--- src/rtl/ds_mode_ctrl_if.sv ---
// ds_mode_ctrl_if
//   Mode-change request handshake between the register/control side and
//   the downscaler mode controller.
//   i_mode_req   : requested mode (0 bypass, 1 = 2:1, 2 = 4:1, 3 illegal)
//   i_mode_valid : request valid, held by the requester until accepted
//   o_mode_ready : controller can accept a request this cycle
//   o_mode_err   : one-cycle pulse after an illegal request was accepted
//   master = requester side, slave = controller side.
interface ds_mode_ctrl_if;
    logic [1:0] i_mode_req;
    logic       i_mode_valid;
    logic       o_mode_ready;
    logic       o_mode_err;

    modport master (
        output i_mode_req,
        output i_mode_valid,
        input  o_mode_ready,
        input  o_mode_err
    );

    modport slave (
        input  i_mode_req,
        input  i_mode_valid,
        output o_mode_ready,
        output o_mode_err
    );
endinterface

--- src/rtl/ds_mode_ctrl.sv ---
// ds_mode_ctrl
//   Frame-synchronous mode controller for the downscaler datapath. Mode
//   requests are accepted at any time in RUN but only take effect at a frame
//   boundary (rising edge of i_vsync): the scaler is flushed for FLUSH_CYC
//   cycles, the new mode is applied, and the output stays muted until the
//   following frame boundary. Independently, the active width/height of the
//   incoming video is measured for status readback.
// Ports:
//   clk, rstn        : pixel clock, asynchronous active-low reset
//   i_vsync/i_hsync  : source syncs (hsync only kept for timing checks)
//   i_de             : source data enable
//   mode_if          : mode request handshake (slave side)
//   o_mode_active    : mode currently driving the output
//   o_path_sel       : 0 = bypass path, 1 = scaler path
//   o_scaler_en      : scaler enable
//   o_scaler_flush   : scaler pipeline / line-buffer clear
//   o_mute           : downstream forces de and data to 0
//   o_h_active       : de-high pixels in the last complete line of last frame
//   o_v_active       : lines containing de in the last frame
//   o_frame_done     : one-cycle pulse the cycle after each frame boundary
module ds_mode_ctrl #(
    parameter int CNT_W     = 12,
    parameter int FLUSH_CYC = 16
) (
    input  logic             clk,
    input  logic             rstn,
    input  logic             i_vsync,
    input  logic             i_hsync,
    input  logic             i_de,
    ds_mode_ctrl_if.slave    mode_if,
    output logic [1:0]       o_mode_active,
    output logic             o_path_sel,
    output logic             o_scaler_en,
    output logic             o_scaler_flush,
    output logic             o_mute,
    output logic [CNT_W-1:0] o_h_active,
    output logic [CNT_W-1:0] o_v_active,
    output logic             o_frame_done
);

    typedef enum logic [1:0] {RUN, PEND, FLUSH, MUTE} state_t;

    localparam int               FC_W    = (FLUSH_CYC > 1) ? $clog2(FLUSH_CYC) : 1;
    localparam logic [FC_W-1:0]  FC_LAST = FC_W'(FLUSH_CYC - 1);
    localparam logic [CNT_W-1:0] CNT_MAX = '1;

    state_t           state;
    logic [1:0]       pend_mode;
    logic [FC_W-1:0]  flush_cnt;
    logic             mode_ready;
    logic             mode_err;
    logic             vsync_q;
    logic             de_q;
    logic             fb;
    logic [CNT_W-1:0] h_cnt;
    logic [CNT_W-1:0] h_last;
    logic [CNT_W-1:0] v_cnt;
    logic             unused_hsync;

    // hsync carries no information the controller needs.
    assign unused_hsync = i_hsync;

    assign fb = i_vsync & ~vsync_q;

    assign mode_if.o_mode_ready = mode_ready;
    assign mode_if.o_mode_err   = mode_err;

    // Mode switch sequencer. A request accepted in the same cycle as a frame
    // boundary lands in PEND after that boundary has gone by, so the switch
    // naturally waits for the next one.
    always_ff @(posedge clk or negedge rstn) begin
        if (!rstn) begin
            state          <= RUN;
            pend_mode      <= 2'd0;
            flush_cnt      <= '0;
            vsync_q        <= 1'b0;
            mode_ready     <= 1'b1;
            mode_err       <= 1'b0;
            o_mode_active  <= 2'd0;
            o_path_sel     <= 1'b0;
            o_scaler_en    <= 1'b0;
            o_scaler_flush <= 1'b0;
            o_mute         <= 1'b0;
            o_frame_done   <= 1'b0;
        end else begin
            vsync_q      <= i_vsync;
            o_frame_done <= fb;
            mode_err     <= 1'b0;
            case (state)
                RUN: begin
                    if (mode_if.i_mode_valid && mode_ready) begin
                        if (mode_if.i_mode_req == 2'd3) begin
                            mode_err <= 1'b1;
                        end else if (mode_if.i_mode_req != o_mode_active) begin
                            pend_mode  <= mode_if.i_mode_req;
                            mode_ready <= 1'b0;
                            state      <= PEND;
                        end
                    end
                end
                PEND: begin
                    if (fb) begin
                        o_scaler_flush <= 1'b1;
                        o_mute         <= 1'b1;
                        flush_cnt      <= '0;
                        state          <= FLUSH;
                    end
                end
                FLUSH: begin
                    // Boundaries seen here are ignored; only MUTE may end the mute.
                    if (flush_cnt == FC_LAST) begin
                        o_scaler_flush <= 1'b0;
                        o_mode_active  <= pend_mode;
                        o_path_sel     <= (pend_mode != 2'd0);
                        o_scaler_en    <= (pend_mode != 2'd0);
                        state          <= MUTE;
                    end else begin
                        flush_cnt <= flush_cnt + FC_W'(1);
                    end
                end
                MUTE: begin
                    if (fb) begin
                        o_mute     <= 1'b0;
                        mode_ready <= 1'b1;
                        state      <= RUN;
                    end
                end
                default: begin
                    state <= RUN;
                end
            endcase
        end
    end

    // Resolution measurement, always running. A frame boundary takes
    // priority: it publishes the totals and discards any partial line.
    always_ff @(posedge clk or negedge rstn) begin
        if (!rstn) begin
            de_q       <= 1'b0;
            h_cnt      <= '0;
            h_last     <= '0;
            v_cnt      <= '0;
            o_h_active <= '0;
            o_v_active <= '0;
        end else begin
            de_q <= i_de;
            if (fb) begin
                o_h_active <= h_last;
                o_v_active <= v_cnt;
                h_cnt      <= '0;
                v_cnt      <= '0;
            end else if (de_q && !i_de) begin
                h_last <= h_cnt;
                h_cnt  <= '0;
                if (v_cnt != CNT_MAX) begin
                    v_cnt <= v_cnt + CNT_W'(1);
                end
            end else if (i_de && (h_cnt != CNT_MAX)) begin
                h_cnt <= h_cnt + CNT_W'(1);
            end
        end
    end

endmodule

--- src/flat_wrapper.sv ---
// flat-port wrapper written by rule: the top's interface ports become plain ports
module ds_mode_ctrl_flat 
#(
    parameter int CNT_W     = 12,
    parameter int FLUSH_CYC = 16
)
  (clk, rstn, i_vsync, i_hsync, i_de, o_mode_active, o_path_sel, o_scaler_en, o_scaler_flush, o_mute, o_h_active, o_v_active, o_frame_done, mode_if_i_mode_req, mode_if_i_mode_valid, mode_if_o_mode_ready, mode_if_o_mode_err);
  ds_mode_ctrl_if mode_if_i ();
  input  logic clk;
  input  logic rstn;
  input  logic i_vsync;
  input  logic i_hsync;
  input  logic i_de;
  output logic [1:0] o_mode_active;
  output logic o_path_sel;
  output logic o_scaler_en;
  output logic o_scaler_flush;
  output logic o_mute;
  output logic [CNT_W-1:0] o_h_active;
  output logic [CNT_W-1:0] o_v_active;
  output logic o_frame_done;
  input wire logic [$bits(mode_if_i.i_mode_req)-1:0] mode_if_i_mode_req;
  input wire logic [$bits(mode_if_i.i_mode_valid)-1:0] mode_if_i_mode_valid;
  output wire logic [$bits(mode_if_i.o_mode_ready)-1:0] mode_if_o_mode_ready;
  output wire logic [$bits(mode_if_i.o_mode_err)-1:0] mode_if_o_mode_err;
  assign mode_if_i.i_mode_req = mode_if_i_mode_req;
  assign mode_if_i.i_mode_valid = mode_if_i_mode_valid;
  assign mode_if_o_mode_ready = mode_if_i.o_mode_ready;
  assign mode_if_o_mode_err = mode_if_i.o_mode_err;
  ds_mode_ctrl #(.CNT_W(CNT_W), .FLUSH_CYC(FLUSH_CYC)) u_core (.clk(clk), .rstn(rstn), .i_vsync(i_vsync), .i_hsync(i_hsync), .i_de(i_de), .mode_if(mode_if_i), .o_mode_active(o_mode_active), .o_path_sel(o_path_sel), .o_scaler_en(o_scaler_en), .o_scaler_flush(o_scaler_flush), .o_mute(o_mute), .o_h_active(o_h_active), .o_v_active(o_v_active), .o_frame_done(o_frame_done));
endmodule
--- config.mk ---
export PLATFORM = sky130hd
export DESIGN_NAME = ds_mode_ctrl_flat
export DESIGN_NICKNAME = d
export VERILOG_FILES = /design/src/rtl/ds_mode_ctrl_if.sv /design/src/rtl/ds_mode_ctrl.sv /design/src/flat_wrapper.sv
export SDC_FILE = /design/constraint.sdc
export NUM_CORES = 1
export LEC_CHECK = 0
export ABC_AREA = 1
export BUFFER_PORTS_ARGS = -buffer_cell sky130_fd_sc_hd__buf_4
export CAP_MARGIN = 10
export CELL_PAD_IN_SITES_DETAIL_PLACEMENT = 0
export CELL_PAD_IN_SITES_GLOBAL_PLACEMENT = 1
export CORE_AREA = 3 3 95 97
export CTS_BUF_LIST = sky130_fd_sc_hd__clkbuf_2
export CTS_CLUSTER_SIZE = 12
export DETAILED_ROUTE_END_ITERATION = 6
export DIE_AREA = 0 0 98 100
export GPL_TIMING_DRIVEN = 1
export PLACE_DENSITY_LB_ADDON = 0.08
export SLEW_MARGIN = 5
export SYNTH_ARGS = -nofsm -noshare
export SYNTH_HDL_FRONTEND = slang
export SYNTH_SLANG_ARGS = --single-unit
export TNS_END_PERCENT = 10
--- constraint.sdc ---
create_clock -name clk -period 4.35 [get_ports clk]
set_input_delay 0.435 -clock clk [delete_from_list [all_inputs] [get_ports clk]]
set_output_delay 0.435 -clock clk [all_outputs]
set_load 0.05 [all_outputs]
==> results of run 1 <==
sequential cells by signal (all words and copies together) (netlist names):
register	cells
u_core.h_cnt	12
u_core.h_last	12
u_core.o_h_active	12
u_core.o_v_active	12
u_core.v_cnt	12
u_core.flush_cnt	4
u_core.o_mode_active	2
u_core.pend_mode	2
u_core.state	2
u_core.de_q	1
u_core.mode_if.o_mode_err	1
u_core.mode_if.o_mode_ready	1
u_core.o_frame_done	1
u_core.o_mute	1
u_core.o_path_sel	1
u_core.o_scaler_flush	1
u_core.vsync_q	1
path summary, 6_finish.rpt:
check	cells after the start	startpoint	slack, ns	endpoint
max in group asynchronous	1	rstn	3.70	u_core.h_cnt[6]
min in group clk	3	mode_if_i_mode_valid	0.13	u_core.mode_if.o_mode_err
worst min register to register	2	u_core.h_last[6]	0.48	u_core.o_h_active[6]
worst max register to register	8	u_core.vsync_q	2.49	u_core.flush_cnt[2]
worst max-delay path	7	i_vsync	2.38	u_core.v_cnt[2]
worst min-delay path	1	rstn	0.01	u_core.state[1]
power groups by stage:
stage | Sequential, W | Clock [W] | Combinational (W)
floorplan | 0.000861 | 0 | 0.0000794
global placement | 0.000807 | 0 | 0.000205
detailed placement | 0.000808 | 0 | 0.000206
CTS | 0.000795 | 0.000434 | 0.000208
global route | 0.000800 | 0.000468 | 0.000228
finish | 0.000795 | 0.000417 | 0.000204
per-layer routing:
layer | routed length [um] | global-route usage | up-vias
met5 | 0 | 0 | -
met4 | 114 | 0.0639 | 0
met3 | 184 | 0.0278 | 11
met2 | 3560 | 0.268 | 33
met1 | 3570 | 0.217 | 1347
li1 | - | - | 1536
area by class of cell:
cell class / count / area share
timing repair buffer: 42 / 0.0758
clock inverter: 7 / 0.0193
multi-input combinational: 320 / 0.357
sequential: 78 / 0.462
tap: 105 / 0.0311
clock buffer: 9 / 0.0107
inverter: 49 / 0.0435
timing repair:
item / 4_1_cts / 5_1_grt
endpoints found under the hold margin: 2 / 0
setup endpoints to repair: 0 / 0
hold buffers: 2 / 0
cells by family after synthesis:
family	count (synthesis)	share of synthesized area
AOI/OAI and AO/OA	53	0.0775
xor gates and xnor gates	8	0.0190
adders and majority gates	7	0.0237
buffers and inverters	59	0.0636
DFF	78	0.528
and+or+nand+nor	252	0.288
synth_stat cells (all sizes together):
cell type	instances	area, um^2
nor3	3	20.0
dfrtp	77	1930
or2	1	6.26
nand4	7	43.8
nand3b	2	15.0
nand2	178	681
nand3	32	173
clkinv	1	3.75
dfstp	1	26.3
xor2	6	52.6
inv	48	180
o22ai	3	18.8
clkbuf	4	15.0
a22oi	1	7.51
buf	6	36.3
o21ai	48	255
a21oi	1	5.00
nor2	29	126
ha	7	87.6
xnor2	2	17.5
through the flow:
stage / worst slack (ns) / cells / util
after global placement: 2.36 / 592 / 0.496
after floorplan: 2.91 / 457 / -
after global routing: 2.16 / 610 / 0.514
after CTS: 2.37 / 610 / 0.514
after detailed placement: 2.34 / 592 / 0.496
final: 2.38 / 610 / 0.514
critical path, cell delays in order:
cell	delay, ns
dlygate4sd3_1	0.53
buf_4	0.14
nand2_2	0.27
clkinv_1	0.58
nor3_1	0.30
nand2_1	0.07
o21ai_0	0.09
==> impl_metrics.toml, run 1 <==
[global_route]
grt_start_max_net_pins = 79
grt-ovfl-total = 0
grt_pass1_wl_um = 13100
track_usage = 0.163
antenna_found_initial = 0
first_global_vias = 2790

[power]
pwr-share-comb = 0.144
swShare = 0.321
p_per_area_nw_per_um2 = 335
clkPwrFrac = 0.295
finalPower_w = 0.00142
seq_power_share = 0.561
total_leakage_power_nw = 2.13
power.switching_w = 0.000455
ir_worst_vdd_uv = 169
p_int_w = 0.000961

[cts]
htreeDepth = 3
cts_tree = "done"
cts.sinks = 78
clockBufferDepth = 2
cts_buffers = 9
cts_setup_buffers = 0
cts-root-buf = "clkbuf_2"
clock_latency_ns = 0.53
cts_resized = 0
clk_transition_reported_paths_ns = 0.25

[routing]
routed_wl_um = 7430
wl_per_cell_um = 12.2
drt_iter0_markers = 94
viasPerCell = 4.80
route.detailed.drc = 0
vias = 2927
drt_pass1_iterations = 4
ant_nets = 0

[setup_path]
end_kind = "flop"
worstSetupStartpointType = "primary input"
crit_fanout = 20
cp.arrival_ns = 2.44
crit_required_ns = 4.81
path_class = "primary input to flop"

[timing]
hold_viol = 0
whs_ns = 0.0119
fmaxAchievable_mhz = 507
setup_viol = 0
timing.final.crit_period_ns = 1.97
relSlewSlack = 0.348
worst_pin_slew_ns = 0.977
slew_violations = 0
fin_crit_sh = 0.454
skew_ns = 0.0207
fin_setup_tns_ns = 0
rsz0062_at_grt = "no"

[floorplan]
rows = 33
initial_utilization = 0.450
die_area_um2 = 9800
die_h_um = 100
dieWidth_um = 98
pin_count = 41
fp.coreArea_um2 = 8220

[worst_hold_path]
hold_class = "primary input to async pin"

[yosys]
ys_types = 32
synth.avg_cell_area_um2 = 8.09
yosysWarnings = 0
yosysSeqAreaShare = 0.528
syn-num-nets = 472
netlist_area_um2 = 3700
synth-seq-cells = 78
synthesis.instances = 457

[finish]
nets = 515
stdcell_area_um2 = 4220
drive_gt1_frac = 0.139
seqCellArea_um2 = 1950
layout_common_cells = "nand2_1, dfrtp_1, inv_1"
multiInputGateArea_um2 = 1510
final_common_cell = "nand2_1"
n_fill_cell = 854
synthToLayoutAreaGrowth_pct = 14.2
antennaDiodeCount = 0

[place]
placed_area_um2 = 4080
hpwl_um = 5250
gp_congestion = 0.814
port_buffers = 39

[run_status]
status = "complete, no violations"

[run]
cap_viol_max_count = 0
(Power assumes the default switching activity.)
==> inputs of run 2 (changes only) <==
Settings changed: ABC_AREA 1 to 0, CORE_AREA 3 3 95 97 to 3 3 93 95, DIE_AREA 0 0 98 100 to 0 0 96 98.
Clock period 4.35 ns to 1.95 ns, I/O delays scaled along.
==> run 2 against run 1 <==
Flip-flop and latch count unchanged. Non-clock buffer count grew 17. Die area fell by 4.0%. Register-to-register slack worse by 2.4 ns. Final area increased by 1.1%. Core utilization is 3.3 points higher. Clock-buffer cell count rose by 1. Worst hold slack improved by 0.16 ns. Critical endpoint is now u_core.h_cnt[11]. Highest routed layer unchanged.
==> impl_metrics.toml, run 2 <==
[timing]
fin_setup_tns_ns = 0
setup_ws_ns = 0.127
relSlewSlack = 0.664
fmaxAchievable_mhz = 549
timing.final.crit_period_ns = 1.82
fin_crit_sh = 0.935
worst_pin_slew_ns = 0.504
skew_ns = 0.0208
hold_viol = 0
rsz0062_at_grt = "no"
setup_viol = 0
slew_violations = 0

[cts]
clk_transition_reported_paths_ns = 0.20
cts.sinks = 78
htreeDepth = 3
cts-root-buf = "clkbuf_2"
clock_latency_ns = 0.50
cts_resized = 0
clockBufferDepth = 2
cts_tree = "done"
cts_buffers = 9

[routing]
viasPerCell = 5.08
routed_wl_um = 7090
drt_pass1_iterations = 4
route.detailed.drc = 0
ant_nets = 0
drt_iter0_markers = 123
vias = 2679
wl_per_cell_um = 13.4

[setup_path]
worstSetupStartpointType = "flop"
crit_required_ns = 2.35
end_kind = "flop"
crit_fanout = 7
path_class = "flop to flop"
cp.arrival_ns = 2.23

[place]
port_buffers = 39
hpwl_um = 4920
placed_area_um2 = 4020
gp_congestion = 0.788
pre_cts_ws_ns = 0.0684

[finish]
final_common_cell = "nand2_1"
seqCellArea_um2 = 1950
layout_common_cells = "nand2_1, dfrtp_1, buf_4"
stdcell_area_um2 = 4270
nets = 435
n_fill_cell = 720
multiInputGateArea_um2 = 1500
synthToLayoutAreaGrowth_pct = 20.3
antennaDiodeCount = 0
drive_gt1_frac = 0.209

[yosys]
synth_top_family_by_area = "simple AND/OR/NAND/NOR gates"
synth_edf_count = 0
syn-num-nets = 378
netlist_area_um2 = 3550
synthesis.instances = 363
yosysWarnings = 0
synth-seq-cells = 78
synth_xor_area_frac = 0.0197
synth.avg_cell_area_um2 = 9.78
synth-simple-area-share = 0.220
ys_types = 47
synthMuxAreaShare = 0.0441
yosysTopAreaCell = "dfrtp_1"
synth_common_cells = "nand2_1, dfrtp_1, nor2_1, o21ai_0, nand3_1"
async_flop_share = 1.00
synth_compound_area_frac = 0.112
synth_top_area_share = 0.543
yosysSeqAreaShare = 0.550
synth.most_common_cell = "nand2_1"
synthTopCellsByArea = "dfrtp_1, nand2_1, mux2_2, o21ai_0, ha_1"
yosys_most_used_dff = "dfrtp_1"
synth_fa_ha_area_frac = 0.0247

[power]
p_per_area_nw_per_um2 = 933
finalPower_w = 0.00399
total_leakage_power_nw = 2.16
ir_worst_vdd_uv = 453

[run]
cap_viol_max_count = 0

[global_route]
track_usage = 0.162
grt_start_max_net_pins = 43
antenna_found_initial = 0
first_global_vias = 2578
grt-ovfl-total = 0
grt_pass1_wl_um = 12100

[floorplan]
fp.coreArea_um2 = 7810
initial_utilization = 0.455
die_h_um = 98
dieWidth_um = 96
rows = 32
pin_count = 41
die_area_um2 = 9410

[worst_hold_path]
hold_class = "primary input to flop"

[run_status]
status = "complete, no violations"
[run 2: cell families after synthesis]
logic type	after synthesis
compound gates	63
flops	78
simple gates	169
mux	14
xor+xnor	8
buf+inv	24
fa+ha+maj	7
[run 2: power breakdown]
group	internal [W]	switching, W	total [W]	leakage [nW]
Combinational	0.000350	0.000556	0.000905	1.00
Clock	0.000687	0.000560	0.00125	0.106
Sequential	0.00174	0.0000959	0.00183	1.05
[run 2: final cells by class]
type / instances / share of cell area
flip-flops and latches: 78 / 0.457
multi-input cells: 261 / 0.350
repair buffers: 59 / 0.110
clock inverters: 6 / 0.0313
well taps: 102 / 0.0299
clock buffers: 10 / 0.0117
inverters: 11 / 0.00967
[run 2: critical path: stages, from the launching register on]
cell and delay (ns):
dfrtp_1 0.43, ha_1 0.23, nand4_2 0.16, nor4b_4 0.31, buf_4 0.18, nor2_2 0.03
buf_4 0.16, a21oi_1 0.16, o21ai_1 0.08
[run 2: metrics by stage]
step / hold WS (ns) / util / std cells
5_1_grt: 0.130 / 0.547 / 527
3_3_place_gp: 0.203 / 0.515 / 504
3_5_place_dp: 0.199 / 0.515 / 504
6_report: 0.171 / 0.547 / 527
4_1_cts: 0.107 / 0.546 / 526
2_1_floorplan: -0.101 / - / 363
[run 2: repair_timing]
| action | in CTS | in global routing |
|---|---|---|
| buffers inserted | 0 | 1 |
| hold endpoints to repair | 51 | 0 |
| hold buffers | 6 | 0 |
| endpoints found under the setup margin | 0 | 6 |
[run 2: final timing paths]
| path | from | end | slack [ns] | cells past startpoint |
|---|---|---|---|---|
| setup / recovery | u_core.h_cnt[1] | u_core.h_cnt[11] | 0.13 | 8 |
| hold / removal | mode_if_i_mode_valid | u_core.pend_mode[0] | 0.17 | 4 |
| setup reg to reg | u_core.h_cnt[1] | u_core.h_cnt[11] | 0.13 | 8 |
| hold reg to reg | u_core.h_last[3] | u_core.o_h_active[3] | 0.48 | 2 |
| max in group asynchronous | rstn | u_core.mode_if.o_mode_ready | 1.13 | 3 |
| min in group asynchronous | rstn | u_core.o_v_active[4] | 0.18 | 2 |
[run 2: layer usage]
layer,up-vias,wire length [um],GRT usage
li1,1368,-,-
met1,1258,3540,0.225
met2,42,3230,0.246
met3,11,205,0.0324
met4,0,110,0.0678
met5,-,0,0
==> inputs of run 3 (changes only) <==
==> constraint.sdc (replaced) <==
create_clock -name clk -period 1.95 [get_ports clk]
set_input_delay 0.39 -clock clk [delete_from_list [all_inputs] [get_ports clk]]
set_output_delay 0.39 -clock clk [all_outputs]
set_load 0.05 [all_outputs]
==> run 3 against run 2 <==
Clock skew increased by 0.023 ns. Via count increased by 2.3%. Critical path depth decreased by 2. Total power decreased by 7.4%. Largest power group unchanged. Worst hold slack got worse by 0.091 ns. First-iteration DRC count decreased by 28%. Register-to-register slack about the same. Highest routed layer unchanged. Routed wire length increased by 3.0%. Critical path type unchanged. Sequential share of layout area increased by 0.97 points. Combinational power about the same.
==> impl_metrics.toml, run 3 (synthesis results as in run 2) <==
[finish]
final_common_cell = "nand2_1"
antennaDiodeCount = 0
stdcell_area_um2 = 4180
drive_gt1_frac = 0.208
synthToLayoutAreaGrowth_pct = 17.8
n_fill_cell = 765
instances_no_fill = 521
nets = 429
layout_common_cells = "nand2_1, dfrtp_1, buf_4"

[setup_path]
reg2reg_slack_ns = 0.12
worstSetupStartpointType = "flop"
cp.arrival_ns = 2.25
end_kind = "flop"
path_class = "flop to flop"
crit_required_ns = 2.37
crit_fanout = 7

[cts]
clk_transition_reported_paths_ns = 0.25
cts-root-buf = "clkbuf_2"
clockBufferDepth = 2
htreeDepth = 3
cts_buffers = 9
cts.sinks = 78
cts_tree = "done"
clock_latency_ns = 0.54

[power]
ir_worst_vdd_uv = 495
swShare = 0.348
power.switching_w = 0.00129
p_int_w = 0.00241
total_leakage_power_nw = 2.11
p_per_area_nw_per_um2 = 883
seq_power_share = 0.498
finalPower_w = 0.00369
pwr-share-comb = 0.246
clkPwrFrac = 0.256

[timing]
relSlewSlack = 0.696
worst_pin_slew_ns = 0.457
timing.final.crit_period_ns = 1.83
skew_ns = 0.0437
slew_violations = 0
fmaxAchievable_mhz = 546
fin_crit_sh = 0.940
hold_viol = 0
setup_viol = 0

[global_route]
grt_start_max_net_pins = 38
antenna_found_initial = 0
first_global_vias = 2708
grt_pass1_wl_um = 12900
grt-ovfl-total = 0
track_usage = 0.172

[floorplan]
die_h_um = 98
fp.coreArea_um2 = 7810
rows = 32
initial_utilization = 0.455
die_area_um2 = 9410
pin_count = 41
dieWidth_um = 96

[routing]
ant_nets = 0
viasPerCell = 5.26
vias = 2740
drt_pass1_iterations = 4
route.detailed.drc = 0
wl_per_cell_um = 14.0
drt_iter0_markers = 89
routed_wl_um = 7300

[run_status]
status = "complete, no violations"

[place]
gp_congestion = 0.854
placed_area_um2 = 4020
hpwl_um = 5110
port_buffers = 39
dp.cells = 502

[run]
cap_viol_max_count = 0

[worst_hold_path]
hold_class = "primary input to flop"
==> run 3: worst paths after layout <==
check,startpoint,endpoint,cells past startpoint
min in group asynchronous,rstn,u_core.pend_mode[1],2
max in group asynchronous,rstn,u_core.h_last[6],3
setup reg to reg,u_core.h_cnt[1],u_core.h_cnt[5],6
hold / removal,mode_if_i_mode_req[1],u_core.mode_if.o_mode_err,3
hold reg to reg,u_core.h_last[11],u_core.o_h_active[11],2
setup / recovery,u_core.h_cnt[1],u_core.h_cnt[5],6
==> run 3: power by group through the flow <==
stage / sequential, W / combinational [W] / clock (W)
after global placement: 0.00186 / 0.000889 / 0
final: 0.00184 / 0.000908 / 0.000947
after global routing: 0.00186 / 0.00102 / 0.00104
after CTS: 0.00184 / 0.000920 / 0.000979
after floorplan: 0.00199 / 0.000483 / 0
after detailed placement: 0.00187 / 0.000912 / 0
==> run 3: routing by layer <==
| layer | GRT usage | part of all wire | vias up | routed length [um] |
|---|---|---|---|---|
| met5 | 0 | 0 | - | 0 |
| li1 | - | - | 1354 | - |
| met1 | 0.241 | 0.49 | 1347 | 3600 |
| met4 | 0.0405 | 0.0094 | 0 | 69 |
| met2 | 0.265 | 0.47 | 31 | 3420 |
| met3 | 0.0439 | 0.029 | 8 | 213 |
==> run 3: layout make-up <==
| type | count | area [um^2] | area share |
|---|---|---|---|
| clock buffer | 9 | 45.0 | 0.0108 |
| clock inverter | 7 | 78.8 | 0.0188 |
| inverter | 11 | 41.3 | 0.00987 |
| timing repair buffer | 53 | 430 | 0.103 |
| sequential | 78 | 1950 | 0.467 |
| tap | 102 | 128 | 0.0305 |
| multi-input combinational | 261 | 1510 | 0.360 |
==> run 3: what timing repair did <==
item	CTS	global route
resized for setup	0	2
hold endpoints to repair	33	0
hold buffers	3	0
endpoints found under the setup margin	0	8
setup buffers	0	0
==> run 3: worst max-delay path, cell delays in order, from the launching register on <==
cell,delay [ns]
dfrtp_1,0.44
ha_1,0.23
nand4_2,0.16
nor4b_4,0.42
or2_4,0.24
o21ai_1,0.08
a22o_1,0.18
==> run 3: metrics by stage <==
step	utilization	TNS (ns)	hold WS, ns	setup slack (ns)
after floorplan	-	0	0.0944	0.241
after global placement	0.515	0	0.376	0.0971
after detailed placement	0.515	0	0.375	0.0813
after CTS	0.534	0	0.0496	0.0389
after global routing	0.536	-0.0182	0.0353	-0.0168
final	0.536	0	0.0795	0.117
